## src/rtl/ctrl_decode_pipe_pkg.sv

```systemverilog
// Shared types and encodings for the RV32I main control decoder (package ctrl_pkg).
// Opcode constants, ImmSrc / ResultSrc / ALUOp encodings and the ctrl_t bundle.
`timescale 1ns/1ps
package ctrl_pkg;

  // Base opcodes (instr[6:0])
  localparam logic [6:0] OP_R      = 7'b0110011;
  localparam logic [6:0] OP_I      = 7'b0010011;
  localparam logic [6:0] OP_LOAD   = 7'b0000011;
  localparam logic [6:0] OP_STORE  = 7'b0100011;
  localparam logic [6:0] OP_BRANCH = 7'b1100011;
  localparam logic [6:0] OP_JAL    = 7'b1101111;
  localparam logic [6:0] OP_JALR   = 7'b1100111;
  localparam logic [6:0] OP_LUI    = 7'b0110111;
  localparam logic [6:0] OP_AUIPC  = 7'b0010111;

  // Immediate format select
  localparam logic [2:0] IMM_I = 3'b000;
  localparam logic [2:0] IMM_S = 3'b001;
  localparam logic [2:0] IMM_B = 3'b010;
  localparam logic [2:0] IMM_J = 3'b011;
  localparam logic [2:0] IMM_U = 3'b100;

  // Writeback result select
  localparam logic [1:0] RES_ALU = 2'b00;
  localparam logic [1:0] RES_MEM = 2'b01;
  localparam logic [1:0] RES_PC4 = 2'b10;
  localparam logic [1:0] RES_IMM = 2'b11;

  // ALU operation class
  localparam logic [1:0] ALUOP_ADD    = 2'b00;
  localparam logic [1:0] ALUOP_BRANCH = 2'b01;
  localparam logic [1:0] ALUOP_FUNCT  = 2'b10;

  typedef struct packed {
    logic       reg_write;
    logic [1:0] result_src;
    logic       mem_write;
    logic       alu_src;
    logic [2:0] imm_src;
    logic [1:0] alu_op;
    logic       branch;
    logic       jump;
    logic       jump_reg;
    logic       illegal;
  } ctrl_t;

endpackage

```

## src/rtl/ctrl_decode_pipe_if.sv

```systemverilog
// Decode-pipe handshake bundle: instruction side in, control bundle side out.
// master = the surrounding core (drives instructions, accepts bundles), slave = the decoder.
`timescale 1ns/1ps
interface ctrl_decode_pipe_if
  import ctrl_pkg::*;
#(
  parameter int PC_W = 32
) ();

  logic            in_valid;
  logic            in_ready;
  logic [31:0]     instr;
  logic [PC_W-1:0] pc;
  logic            flush;
  logic            out_valid;
  logic            out_ready;
  ctrl_t           out_ctrl;
  logic [2:0]      out_funct3;
  logic [PC_W-1:0] out_pc;

  modport master (
    output in_valid, instr, pc, flush, out_ready,
    input  in_ready, out_valid, out_ctrl, out_funct3, out_pc
  );

  modport slave (
    input  in_valid, instr, pc, flush, out_ready,
    output in_ready, out_valid, out_ctrl, out_funct3, out_pc
  );

endinterface

```

## src/rtl/ctrl_decode_comb.sv

```systemverilog
// Purely combinational opcode -> ctrl_t decoder.
// Optional feature macro: CTRL_DECODE_UTYPE_EN adds LUI/AUIPC; without it they decode as Illegal.
`timescale 1ns/1ps
module ctrl_decode_comb
  import ctrl_pkg::*;
(
  input  logic [6:0] opcode,
  output ctrl_t      ctrl
);

  // Every field defaults to 0; each opcode only raises what it needs
  always_comb begin
    ctrl = '0;
    case (opcode)
      OP_R: begin
        ctrl.reg_write = 1'b1;
        ctrl.alu_op    = ALUOP_FUNCT;
      end
      OP_I: begin
        ctrl.reg_write = 1'b1;
        ctrl.alu_src   = 1'b1;
        ctrl.imm_src   = IMM_I;
        ctrl.alu_op    = ALUOP_FUNCT;
      end
      OP_LOAD: begin
        ctrl.reg_write  = 1'b1;
        ctrl.alu_src    = 1'b1;
        ctrl.imm_src    = IMM_I;
        ctrl.result_src = RES_MEM;
      end
      OP_STORE: begin
        ctrl.mem_write = 1'b1;
        ctrl.alu_src   = 1'b1;
        ctrl.imm_src   = IMM_S;
      end
      OP_BRANCH: begin
        ctrl.branch  = 1'b1;
        ctrl.imm_src = IMM_B;
        ctrl.alu_op  = ALUOP_BRANCH;
      end
      OP_JAL: begin
        ctrl.jump       = 1'b1;
        ctrl.reg_write  = 1'b1;
        ctrl.imm_src    = IMM_J;
        ctrl.result_src = RES_PC4;
      end
      OP_JALR: begin
        ctrl.jump       = 1'b1;
        ctrl.jump_reg   = 1'b1;
        ctrl.reg_write  = 1'b1;
        ctrl.alu_src    = 1'b1;
        ctrl.imm_src    = IMM_I;
        ctrl.result_src = RES_PC4;
      end
`ifdef CTRL_DECODE_UTYPE_EN
      OP_LUI: begin
        ctrl.reg_write  = 1'b1;
        ctrl.imm_src    = IMM_U;
        ctrl.result_src = RES_IMM;
      end
      // Execute picks the PC operand itself from out_pc
      OP_AUIPC: begin
        ctrl.reg_write  = 1'b1;
        ctrl.imm_src    = IMM_U;
        ctrl.alu_src    = 1'b1;
        ctrl.alu_op     = ALUOP_ADD;
        ctrl.result_src = RES_ALU;
      end
`endif
      default: ctrl.illegal = 1'b1;
    endcase
  end

endmodule

```

## src/rtl/ctrl_decode_pipe.sv

```systemverilog
// Pipelined main control decoder: decode in front of stage 0, then DEPTH
// valid/ready register stages with collapsing bubbles, flush, and a saturating
// illegal-instruction counter. Optional macro CTRL_DECODE_UTYPE_EN enables LUI/AUIPC.
`timescale 1ns/1ps
module ctrl_decode_pipe
  import ctrl_pkg::*;
#(
  parameter int DEPTH = 2,
  parameter int PC_W  = 32,
  parameter int CNT_W = 8
) (
  input  logic             clk,
  input  logic             rst_n,
  ctrl_decode_pipe_if.slave bus,
  output logic [CNT_W-1:0] illegal_cnt
);

  localparam logic [CNT_W-1:0] CNT_MAX = '1;

  ctrl_t dec_ctrl;

  logic [DEPTH-1:0] valid_reg;
  ctrl_t            ctrl_reg   [DEPTH];
  logic [2:0]       funct3_reg [DEPTH];
  logic [PC_W-1:0]  pc_reg     [DEPTH];

  logic [DEPTH-1:0] src_valid;
  ctrl_t            src_ctrl   [DEPTH];
  logic [2:0]       src_funct3 [DEPTH];
  logic [PC_W-1:0]  src_pc     [DEPTH];

  logic [DEPTH-1:0] load;
  logic             accept;
  logic             unused_instr_bits;

  ctrl_decode_comb u_decode (
    .opcode (bus.instr[6:0]),
    .ctrl   (dec_ctrl)
  );

  // Only opcode and funct3 matter here; the rest of the word belongs to later stages
  assign unused_instr_bits = ^{bus.instr[31:15], bus.instr[11:7]};

  // A stage can load when it is empty or its occupant moves on; walk from the output back
  always_comb begin : ready_chain
    logic down_rdy;
    down_rdy = bus.out_ready;
    load     = '0;
    for (int k = DEPTH - 1; k >= 0; k--) begin
      load[k]  = !valid_reg[k] || down_rdy;
      down_rdy = load[k];
    end
  end

  assign bus.in_ready = !bus.flush && load[0];
  assign accept       = bus.in_valid && bus.in_ready;

  // Stage 0 is fed by the decoder, every later stage by its predecessor
  for (genvar gi = 0; gi < DEPTH; gi++) begin : g_src
    if (gi == 0) begin : g_head
      assign src_valid[gi]  = accept;
      assign src_ctrl[gi]   = dec_ctrl;
      assign src_funct3[gi] = bus.instr[14:12];
      assign src_pc[gi]     = bus.pc;
    end else begin : g_body
      assign src_valid[gi]  = valid_reg[gi-1];
      assign src_ctrl[gi]   = ctrl_reg[gi-1];
      assign src_funct3[gi] = funct3_reg[gi-1];
      assign src_pc[gi]     = pc_reg[gi-1];
    end
  end

  // Stage registers: flush kills validity, data only moves with a real occupant
  always_ff @(posedge clk or negedge rst_n) begin
    if (!rst_n) begin
      valid_reg <= '0;
      for (int k = 0; k < DEPTH; k++) begin
        ctrl_reg[k]   <= '0;
        funct3_reg[k] <= '0;
        pc_reg[k]     <= '0;
      end
    end else begin
      for (int k = 0; k < DEPTH; k++) begin
        if (bus.flush) begin
          valid_reg[k] <= 1'b0;
        end else if (load[k]) begin
          valid_reg[k] <= src_valid[k];
        end
        if (load[k] && src_valid[k]) begin
          ctrl_reg[k]   <= src_ctrl[k];
          funct3_reg[k] <= src_funct3[k];
          pc_reg[k]     <= src_pc[k];
        end
      end
    end
  end

  // Count accepted illegal instructions, sticking at all-ones; flush leaves it alone
  always_ff @(posedge clk or negedge rst_n) begin
    if (!rst_n) begin
      illegal_cnt <= '0;
    end else if (accept && dec_ctrl.illegal && (illegal_cnt != CNT_MAX)) begin
      illegal_cnt <= illegal_cnt + CNT_W'(1);
    end
  end

  assign bus.out_valid  = valid_reg[DEPTH-1];
  assign bus.out_ctrl   = ctrl_reg[DEPTH-1];
  assign bus.out_funct3 = funct3_reg[DEPTH-1];
  assign bus.out_pc     = pc_reg[DEPTH-1];

endmodule

```

## src/flat_wrapper.sv

```systemverilog
// flat-port wrapper written by rule: the top's interface ports become plain ports
module ctrl_decode_pipe_flat import ctrl_pkg::*;
#(
  parameter int DEPTH = 2,
  parameter int PC_W  = 32,
  parameter int CNT_W = 8
)
  (clk, rst_n, illegal_cnt, bus_in_valid, bus_instr, bus_pc, bus_flush, bus_out_ready, bus_in_ready, bus_out_valid, bus_out_ctrl, bus_out_funct3, bus_out_pc);
  ctrl_decode_pipe_if #(.PC_W(PC_W)) bus_i ();
  input  logic clk;
  input  logic rst_n;
  output logic [CNT_W-1:0] illegal_cnt;
  input wire logic [$bits(bus_i.in_valid)-1:0] bus_in_valid;
  input wire logic [$bits(bus_i.instr)-1:0] bus_instr;
  input wire logic [$bits(bus_i.pc)-1:0] bus_pc;
  input wire logic [$bits(bus_i.flush)-1:0] bus_flush;
  input wire logic [$bits(bus_i.out_ready)-1:0] bus_out_ready;
  output wire logic [$bits(bus_i.in_ready)-1:0] bus_in_ready;
  output wire logic [$bits(bus_i.out_valid)-1:0] bus_out_valid;
  output wire logic [$bits(bus_i.out_ctrl)-1:0] bus_out_ctrl;
  output wire logic [$bits(bus_i.out_funct3)-1:0] bus_out_funct3;
  output wire logic [$bits(bus_i.out_pc)-1:0] bus_out_pc;
  assign bus_i.in_valid = bus_in_valid;
  assign bus_i.instr = bus_instr;
  assign bus_i.pc = bus_pc;
  assign bus_i.flush = bus_flush;
  assign bus_i.out_ready = bus_out_ready;
  assign bus_in_ready = bus_i.in_ready;
  assign bus_out_valid = bus_i.out_valid;
  assign bus_out_ctrl = bus_i.out_ctrl;
  assign bus_out_funct3 = bus_i.out_funct3;
  assign bus_out_pc = bus_i.out_pc;
  ctrl_decode_pipe #(.DEPTH(DEPTH), .PC_W(PC_W), .CNT_W(CNT_W)) u_core (.clk(clk), .rst_n(rst_n), .bus(bus_i), .illegal_cnt(illegal_cnt));
endmodule
```

## config.mk

```make
export PLATFORM = sky130hd
export DESIGN_NAME = ctrl_decode_pipe_flat
export DESIGN_NICKNAME = d
export VERILOG_FILES = /design/src/rtl/ctrl_decode_pipe_pkg.sv /design/src/rtl/ctrl_decode_pipe_if.sv /design/src/rtl/ctrl_decode_comb.sv /design/src/rtl/ctrl_decode_pipe.sv /design/src/flat_wrapper.sv
export SDC_FILE = /design/constraint.sdc
export NUM_CORES = 1
export LEC_CHECK = 0
export BUFFER_PORTS_ARGS = -buffer_cell sky130_fd_sc_hd__buf_2
export CAP_MARGIN = 5
export CELL_PAD_IN_SITES_DETAIL_PLACEMENT = 0
export CELL_PAD_IN_SITES_GLOBAL_PLACEMENT = 1
export CORE_MARGIN = 2
export CORE_UTILIZATION = 40
export DETAILED_ROUTE_END_ITERATION = 10
export GPL_TIMING_DRIVEN = 0
export PLACE_DENSITY_LB_ADDON = 0.12
export SKIP_LAST_GASP = 1
export SYNTH_ARGS = -nofsm -noshare
export SYNTH_HDL_FRONTEND = slang
export SYNTH_SLANG_ARGS = --single-unit
export TNS_END_PERCENT = 10
```

## constraint.sdc

```tcl
create_clock -name clk -period 1.7 [get_ports clk]
set_input_delay 0.17 -clock clk [delete_from_list [all_inputs] [get_ports clk]]
set_output_delay 0.17 -clock clk [all_outputs]
set_load 0.005 [all_outputs]
```

=== Yosys cells after proc, flatten, opt, wreduce, memory -nomap -nowiden ===
Cells that the tools add are included.

* Flip-flop bits (word level): 108
* Logic and storage cells: 68
* Input bits: 69

* Add/subtract/negate cells: 1
* Multiplexer cells: 14
* Reductions and logical operators: 18
* Equality and inequality tests: 8

{| class="wikitable"
|+ Operators with widths
! kind !! count
|-
| 7-bit == test (second input constant) || 3
|-
| 7-bit by 6-bit == test with 1-bit output (second input constant) || 2
|-
| 1-bit two-way mux || 11
|-
| 8-bit by 1-bit adder with 8-bit output (second input constant) || 1
|-
| 8-bit != test (second input constant) || 1
|-
| 2-bit one-hot mux with 2 select lines || 2
|-
| 7-bit by 2-bit == test with 1-bit output (second input constant) || 1
|-
| 7-bit by 5-bit == test with 1-bit output (second input constant) || 1
|-
| 7-bit OR reduction || 1
|-
| 1-bit logical AND || 6
|-
| 2-bit one-hot mux with 3 select lines || 1
|-
| 5-bit OR reduction || 1
|-
| 2-bit nonzero test || 2
|-
| 2-bit OR reduction || 2
|-
| 4-bit OR reduction || 1
|-
| 1-bit zero test || 3
|-
| 1-bit logical OR || 2
|}

=== Depth between registers and ports, before layout ===
Gate-level depths: netlist of the first run.

* Depth in word-level cells: 7
* Mapped depth: 6
* Mapped depth without buffers: 6

=== Modules after synthesis ===
From an unflattened synthesis of the first run, not the netlist that was laid out.

* Cell total of the unflattened synthesis: 336
* Area total of the unflattened synthesis: 4,745.8 µm²

{| class="wikitable"
|+ By module, submodules not included
! module !! cells an instance !! instances !! area an instance (µm²)
|-
| ctrl_decode_pipe || 305 || 1 || 4,545.6
|-
| ctrl_decode_comb || 31 || 1 || 200.2
|}

=== Least setup slack after synthesis of the first run ===
No wires, ideal clock.

* Path type: register to register
* Start point: reg u_core.illegal_cnt[0]
* End point: reg u_core.illegal_cnt[1]
* Required time: 1,573 ps
* Data arrival time: 1,441 ps
* Buffers on the path: 0
* Clock period less this slack: 1,568 ps
* Setup slack: 132 ps
* Setup time: 127 ps
* Stages on the path, launching flop included: 6
* Cell sequence: dfrtp_1 -> ha_1 -> nand4_1 -> nor2_1 -> nor4_4 -> mux2_1

* Longest elaborated chain between the ends: 2
* Elaborated cells between the ends (all ways): 3
* Classes of those cells: add/sub: 1; eq/ne: 1; reduce/logical: 1

{| class="wikitable"
|+ Ends and longest elaborated chain
! element !! RTL line !! text
|-
| from (decl) || ctrl_decode_pipe.sv:15 || <nowiki>output logic [CNT_W-1:0] illegal_cnt</nowiki>
|-
| from (signal assigned) || ctrl_decode_pipe.sv:103 || <nowiki>illegal_cnt <= illegal_cnt + CNT_W'(1);</nowiki>
|-
| branches (longest 2 deep; another with 8-bit by 1-bit adder with 8-bit output) || - ||
|}

Several ways; the timed one is not identified.
A chain may end at the register's enable or synchronous reset.

=== Worst setup path in the final report of the first run ===
* Start point: reg u_core.illegal_cnt[1]
* End point: reg u_core.illegal_cnt[1]

Same word-level chain as after synthesis.

==> reports/metrics.csv, run 1 <==
metric,value,unit
count of vias placed by the detailed router,3117,
boundary pin count,128,
main combinational cell family by area after synthesis,simple AND/OR/NAND/NOR gates,
Final Routed Wirelength,8830,um
half-perimeter wire length of the detailed placement result,5960,um
Worst R2R End,u_core.illegal_cnt[1],
area occupied by multi-input gates,1410,um2
FF/Latch Area,2550,um2
Hold Path Origin,bus_pc[5],
remaining antenna violation count after routing,0,
Starting DRT DRC Count,87,
status,finished with violations,
"Seq/Total Area, Yosys",58.2,%
number of optimization iterations in the first detailed-route pass,4,
setup skew after layout,15.5,ps
number of synthesis warnings,0,
Mapped Nets,463,
fraction of layout cells with a size suffix above 1,43.6,%
wire length of the first global-routing pass,14600,um
end point of the worst hold path,u_core.pc_reg[37],
post-synthesis register bit count,102,
number of diodes,0,
number of nets in the layout,613,
die area,11800,um2
XOR/XNOR share of the synthesized area,1.20,%
sort of element at the start of the critical path,flip-flop,
Slew HR,56.1,%
post-DR vias/cell,4.53,
CTS sink cnt,102,
count of standard-cell rows,38,
insertion delay to the later sink of the worst-skew pair,360,ps
I/O Buffers,104,
htree depth,3,
"Hold Violations, Final",0,
number of antenna violations at the first check in global routing,0,
critical path class,flip-flop to flip-flop,
number of filler instances in the final layout,1001,
violations in the final reports,setup timing,
Post-Syn Area per Cell,11.2,um2
FF-to-FF setup slack,-20,ps
initial core utilization,40.7,%
prevailing post-synth register cell,sky130_fd_sc_hd__dfrtp_1,
DRC Markers,0,
count of different cell masters after synthesis,38,
number of synthesized flops with an enable pin,0,
clock tree from TritonCTS,built,
number of buffer and inverter stages on the critical path,1,
multiplexer share of the synthesized area,12.3,%
cell area power density,1060,nW/um2
worst reg-to-reg path cell count,6,
WHS,21.4,ps
worst vdd ir,0.000491,V
number of global-route vias before repair,3026,
Chip Width,109,um
core area,10800,um2
setup slack after layout,-22.9,ps
Routed WL per cell,12.8,um
compound-gate portion of the synthesized area,2.42,%
synthesized netlist cell count,393,
die extent in y,109,um
post-synthesis adder-cell area fraction,0.285,%
Worst Path Required,1950,ps
data arrival time of the critical path,1980,ps
maximum clock rate,580,MHz
crit-path cells,ha_2 -> nand4_1 -> nor2_1 -> nor4_4 -> buf_4 -> mux2_1,
last weighted congestion value of the routability-driven placer,0.706,
aggregate global-route resource usage,15.9,%
slew at the pin closest to its max-slew limit,658,ps
simple-gate share of the synthesized area,15.5,%
area growth from synthesis to final layout,29.3,%
endpoints failing setup,1,
type of the tightest min-delay check,primary input to flip-flop,
Hold Crit Depth,3,
MaxCap Viol Count,0,
Lkg Pwr,2.98,nW
"CP delay by family, top",simple AND/OR/NAND/NOR gates,
cell type of the slowest stage on the worst timing path,sky130_fd_sc_hd__dfrtp_1,
global route total overflow,0,
Worst path max stage delay,430,ps
async set-or-reset flop fraction in the synthesized netlist,100,%
dpl ws,-113,ps
maximum clock insertion buffer count,2,
clock-pin slew reported for the worst setup and hold paths after clock tree synthesis,100,ps
fin crit share,101,%
highest fanout seen on the critical path,6,
kind of end point of the critical path,flip-flop,
maximum number of pins on one net before global-route repair,54,
reg-to-reg critical path startpoint,u_core.illegal_cnt[1],
netlist area before placement,4390,um2
Final min period,1720,ps
count of final max-slew check failures,0,
clock tree root driver cell,sky130_fd_sc_hd__clkbuf_8,
RSZ-0062 raised after global routing,yes,
Num CTS Buffers,9,
==> cell families after synthesis <==
kind of cell / after synthesis
xor gates and xnor gates: 6
DFF: 102
muxes: 48
and+or+nand+nor: 153
adders and majority gates: 1
AOI/OAI and AO/OA: 16
other: 1
buffers and inverters: 66
==> routing by layer <==
| metal | up-vias | track usage, % | part of all wire, % | wire [um] |
|---|---|---|---|---|
| met5 | - | 0 | 0 | 0 |
| met4 | 0 | 5.77 | 1.3 | 115 |
| met3 | 10 | 3.23 | 5.3 | 466 |
| met2 | 73 | 24.7 | 46 | 4100 |
| met1 | 1501 | 22.0 | 47 | 4150 |
| li1 | 1533 | - | - | - |
==> through the flow <==
step                std cells  TNS, ps  power, W  cell area [um2]  util [%]
finish                    688    -22.9   0.00602             5670      52.6
global route              688    -1630   0.00641             5670      52.6
CTS                       686    -7380   0.00609             5630      52.2
detailed placement        638    -5840   0.00446             5110      47.4
global placement          637   -72910   0.00441             5080      47.1
floorplan                 393        0   0.00390             4390         -
==> where the power goes <==
part	internal, W	total [W]	leakage [nW]	switching, W
logic	0.000867	0.00139	1.60	0.000525
clock network	0.000732	0.00155	0.0972	0.000817
registers	0.00283	0.00308	1.29	0.000244
==> how the worst max path moves through the flow <==
| stage | start | end | slack, ps | cells past startpoint |
|---|---|---|---|---|
| floorplan | u_core.illegal_cnt[0] | u_core.illegal_cnt[1] | 130 | 5 |
| global placement | rst_n | u_core.bus.out_pc[11] | -670 | 1 |
| detailed placement | u_core.valid_reg[1] | u_core.bus.out_pc[30] | -110 | 4 |
| CTS | u_core.valid_reg[1] | u_core.bus.out_ctrl[5] | -140 | 4 |
| global route | u_core.illegal_cnt[1] | u_core.illegal_cnt[1] | -120 | 6 |
| finish | u_core.illegal_cnt[1] | u_core.illegal_cnt[1] | -20 | 6 |
==> cells in the final DEF (no fill, tap or decap), types with 2 or more instances in the layout <==
cell and n:
sky130_fd_sc_hd__a21oi_1 4, sky130_fd_sc_hd__clkbuf_8 10, sky130_fd_sc_hd__xor2_1 2, sky130_fd_sc_hd__nand3_1 4, sky130_fd_sc_hd__nor2b_1 4, sky130_fd_sc_hd__mux2_1 2
sky130_fd_sc_hd__inv_1 3, sky130_fd_sc_hd__nor2_1 8, sky130_fd_sc_hd__clkbuf_2 7, sky130_fd_sc_hd__xnor2_1 4, sky130_fd_sc_hd__nand4_1 4, sky130_fd_sc_hd__nor4_4 2
sky130_fd_sc_hd__dlygate4sd3_1 32, sky130_fd_sc_hd__buf_2 108, sky130_fd_sc_hd__clkbuf_1 3, sky130_fd_sc_hd__mux2_2 46, sky130_fd_sc_hd__o21ai_0 3, sky130_fd_sc_hd__nand2_1 122
sky130_fd_sc_hd__buf_4 53, sky130_fd_sc_hd__dfrtp_1 101
==> area by class of cell <==
class / count / area share (%)
Timing Repair Buffer: 140 / 15.7
Multi-Input combinational cell: 225 / 24.8
Clock inverter: 4 / 0.970
Clock buffer: 12 / 2.56
Inverter: 3 / 0.199
Sequential cell: 102 / 45.0
Buffer: 62 / 7.61
Tap cell: 140 / 3.09
==> cell usage after synthesis (2+ instances only) <==
cell,instances,share of area (%)
sky130_fd_sc_hd__buf_1,3,0.26
sky130_fd_sc_hd__mux2_2,46,12
sky130_fd_sc_hd__nor4_4,2,0.97
sky130_fd_sc_hd__o21ai_0,3,0.34
sky130_fd_sc_hd__nor2b_1,4,0.57
sky130_fd_sc_hd__nor2_1,8,0.68
sky130_fd_sc_hd__mux2_1,2,0.51
sky130_fd_sc_hd__inv_1,3,0.26
sky130_fd_sc_hd__buf_2,5,0.57
sky130_fd_sc_hd__buf_4,49,8.4
sky130_fd_sc_hd__a21oi_1,4,0.46
sky130_fd_sc_hd__xnor2_1,4,0.80
sky130_fd_sc_hd__nand2_1,122,10
sky130_fd_sc_hd__clkbuf_1,6,0.51
sky130_fd_sc_hd__dfrtp_1,102,58
sky130_fd_sc_hd__nand4_1,4,0.57
sky130_fd_sc_hd__nand3_1,4,0.46
sky130_fd_sc_hd__xor2_1,2,0.40
==> timing repair <==
| action | 4_1_cts | 5_1_grt |
|---|---|---|
| hold buffers | 32 | 0 |
| resized for setup | 0 | 14 |
| pin swaps | 0 | 2 |
| endpoints found under the setup margin | 73 | 84 |
| gates cloned | 0 | 0 |
| hold endpoints to repair | 81 | 0 |
| buffers inserted | 0 | 3 |
==> worst min-delay path, cell delays in order <==
cell and delay (ps):
sky130_fd_sc_hd__buf_2 90, sky130_fd_sc_hd__nand2_1 40, sky130_fd_sc_hd__nand2_1 40
Note: power is estimated with default switching activity, not from simulation.
==> run 2: changes to the inputs <==
- TNS_END_PERCENT: 10 -> 100
==> reports/metrics.csv, run 2 (synthesis results as in run 1) <==
metric,value,unit
maximum number of pins on one net before global-route repair,54,
Levels on crit path,4,
insertion delay to the later sink of the worst-skew pair,360,ps
count of final max-slew check failures,0,
Worst path max stage delay,420,ps
count of vias placed by the detailed router,3148,
number of diodes,0,
status,"complete, no violations",
crit-path cells,inv_1 -> o21ai_4 -> buf_2 -> mux2_2,
die extent in y,109,um
Hold Crit Depth,3,
count of standard-cell rows,38,
last weighted congestion value of the routability-driven placer,0.706,
kind of end point of the critical path,flip-flop,
number of antenna violations at the first check in global routing,0,
critical path class,flip-flop to flip-flop,
htree depth,3,
Slew HR,56.0,%
Chip Width,109,um
aggregate global-route resource usage,16.0,%
remaining antenna violation count after routing,0,
clock-pin slew reported for the worst setup and hold paths after clock tree synthesis,90,ps
Final min period,1620,ps
setup skew after layout,15.5,ps
Starting DRT DRC Count,92,
type of the tightest min-delay check,primary input to flip-flop,
post-DR vias/cell,4.53,
initial core utilization,40.7,%
FF-to-FF setup slack,80,ps
global route total overflow,0,
sort of element at the start of the critical path,flip-flop,
cell area power density,1060,nW/um2
Worst Path Required,1940,ps
clock tree from TritonCTS,built,
fin crit share,95.1,%
wire length of the first global-routing pass,14700,um
area growth from synthesis to final layout,30.7,%
FF/Latch Area,2550,um2
half-perimeter wire length of the detailed placement result,5960,um
fraction of layout cells with a size suffix above 1,44.3,%
"Hold Violations, Final",0,
core area,10800,um2
highest fanout seen on the critical path,10,
setup TNS after final layout,0,ps
number of global-route vias before repair,3065,
"commonest non-fill, non-tap cell in the layout",sky130_fd_sc_hd__nand2_1,
Final Routed Wirelength,8840,um
post-layout power,0.00605,W
endpoints failing setup,0,
most frequent cells in the layout,"sky130_fd_sc_hd__nand2_1 (122), sky130_fd_sc_hd__buf_2 (110), sky130_fd_sc_hd__dfrtp_1 (102)",
DRC Markers,0,
I/O Buffers,104,
die area,11800,um2
"CP delay by family, top",buffers and inverters,
Num CTS Buffers,9,
number of buffer and inverter stages on the critical path,2,
boundary pin count,128,
area occupied by multi-input gates,1420,um2
Routed WL per cell,12.7,um
clock tree root driver cell,sky130_fd_sc_hd__clkbuf_8,
worst vdd ir,0.000465,V
maximum clock insertion buffer count,2,
number of filler instances in the final layout,1000,
dpl ws,-113,ps
number of nets in the layout,620,
CTS sink cnt,102,
data arrival time of the critical path,1860,ps
worst reg-to-reg path cell count,4,
number of optimization iterations in the first detailed-route pass,4,
MaxCap Viol Count,0,
setup slack after layout,82.5,ps
cell type of the slowest stage on the worst timing path,sky130_fd_sc_hd__dfrtp_1,
slew at the pin closest to its max-slew limit,659,ps
maximum clock rate,618,MHz
Lkg Pwr,3.01,nW
==> run 2: cell types whose count changed in the layout (fill, tap and decap cells not counted), sizes merged <==
| cell | change |
|---|---|
| buf | +9 |
| clkbuf | -2 |
==> run 2: metrics by stage <==
stage	instance area [um2]	util, %	instances	hold WS [ps]
3_5_place_dp	5110	47.4	638	247
3_3_place_gp	5080	47.1	637	361
5_1_grt	5740	53.1	695	10.3
2_1_floorplan	4390	-	393	-126
6_report	5740	53.1	695	20.4
4_1_cts	5680	52.6	690	1.74
==> run 2: timing repair <==
action                                  in CTS  in global routing
hold buffers                                32                  0
setup buffers                                5                  5
pin swaps                                    2                  4
resized for setup                            6                  8
endpoints found under the hold margin       81                  0
endpoints found under the setup margin      73                 77
==> run 2: report_power, final <==
part           switching (W)  internal [W]
clock network       0.000815      0.000732
logic               0.000542      0.000898
registers           0.000237       0.00283
==> run 2: final timing paths <==
check / start / end
min in group asynchronous: rst_n / u_core.bus.out_funct3[0]
hold reg to reg: u_core.ctrl_reg[19] / u_core.ctrl_reg[19]
setup / recovery: u_core.valid_reg[1] / u_core.bus.out_ctrl[0]
max in group asynchronous: rst_n / u_core.pc_reg[42]
setup reg to reg: u_core.valid_reg[1] / u_core.bus.out_ctrl[0]
hold / removal: bus_pc[5] / u_core.pc_reg[37]
==> run 2: worst min-delay path: stages <==
cell and delay (ps):
sky130_fd_sc_hd__buf_2 90, sky130_fd_sc_hd__nand2_1 40, sky130_fd_sc_hd__nand2_1 40
==> run 2: final cells by class <==
class                      count  area share [%]
tap                          140            3.05
clock buffer                  12            2.53
timing repair buffer         147            16.5
buffer                        62            7.57
inverter                       3           0.196
clock inverter                 4           0.960
sequential                   102            44.5
multi-input combinational    225            24.7
==> run 2: routing by layer <==
layer | wire length (um) | GRT usage [%] | vias up
met5 | 0 | 0 | -
met4 | 119 | 5.77 | 0
met3 | 473 | 3.23 | 10
met2 | 4170 | 24.9 | 73
met1 | 4080 | 22.2 | 1514
li1 | - | - | 1551
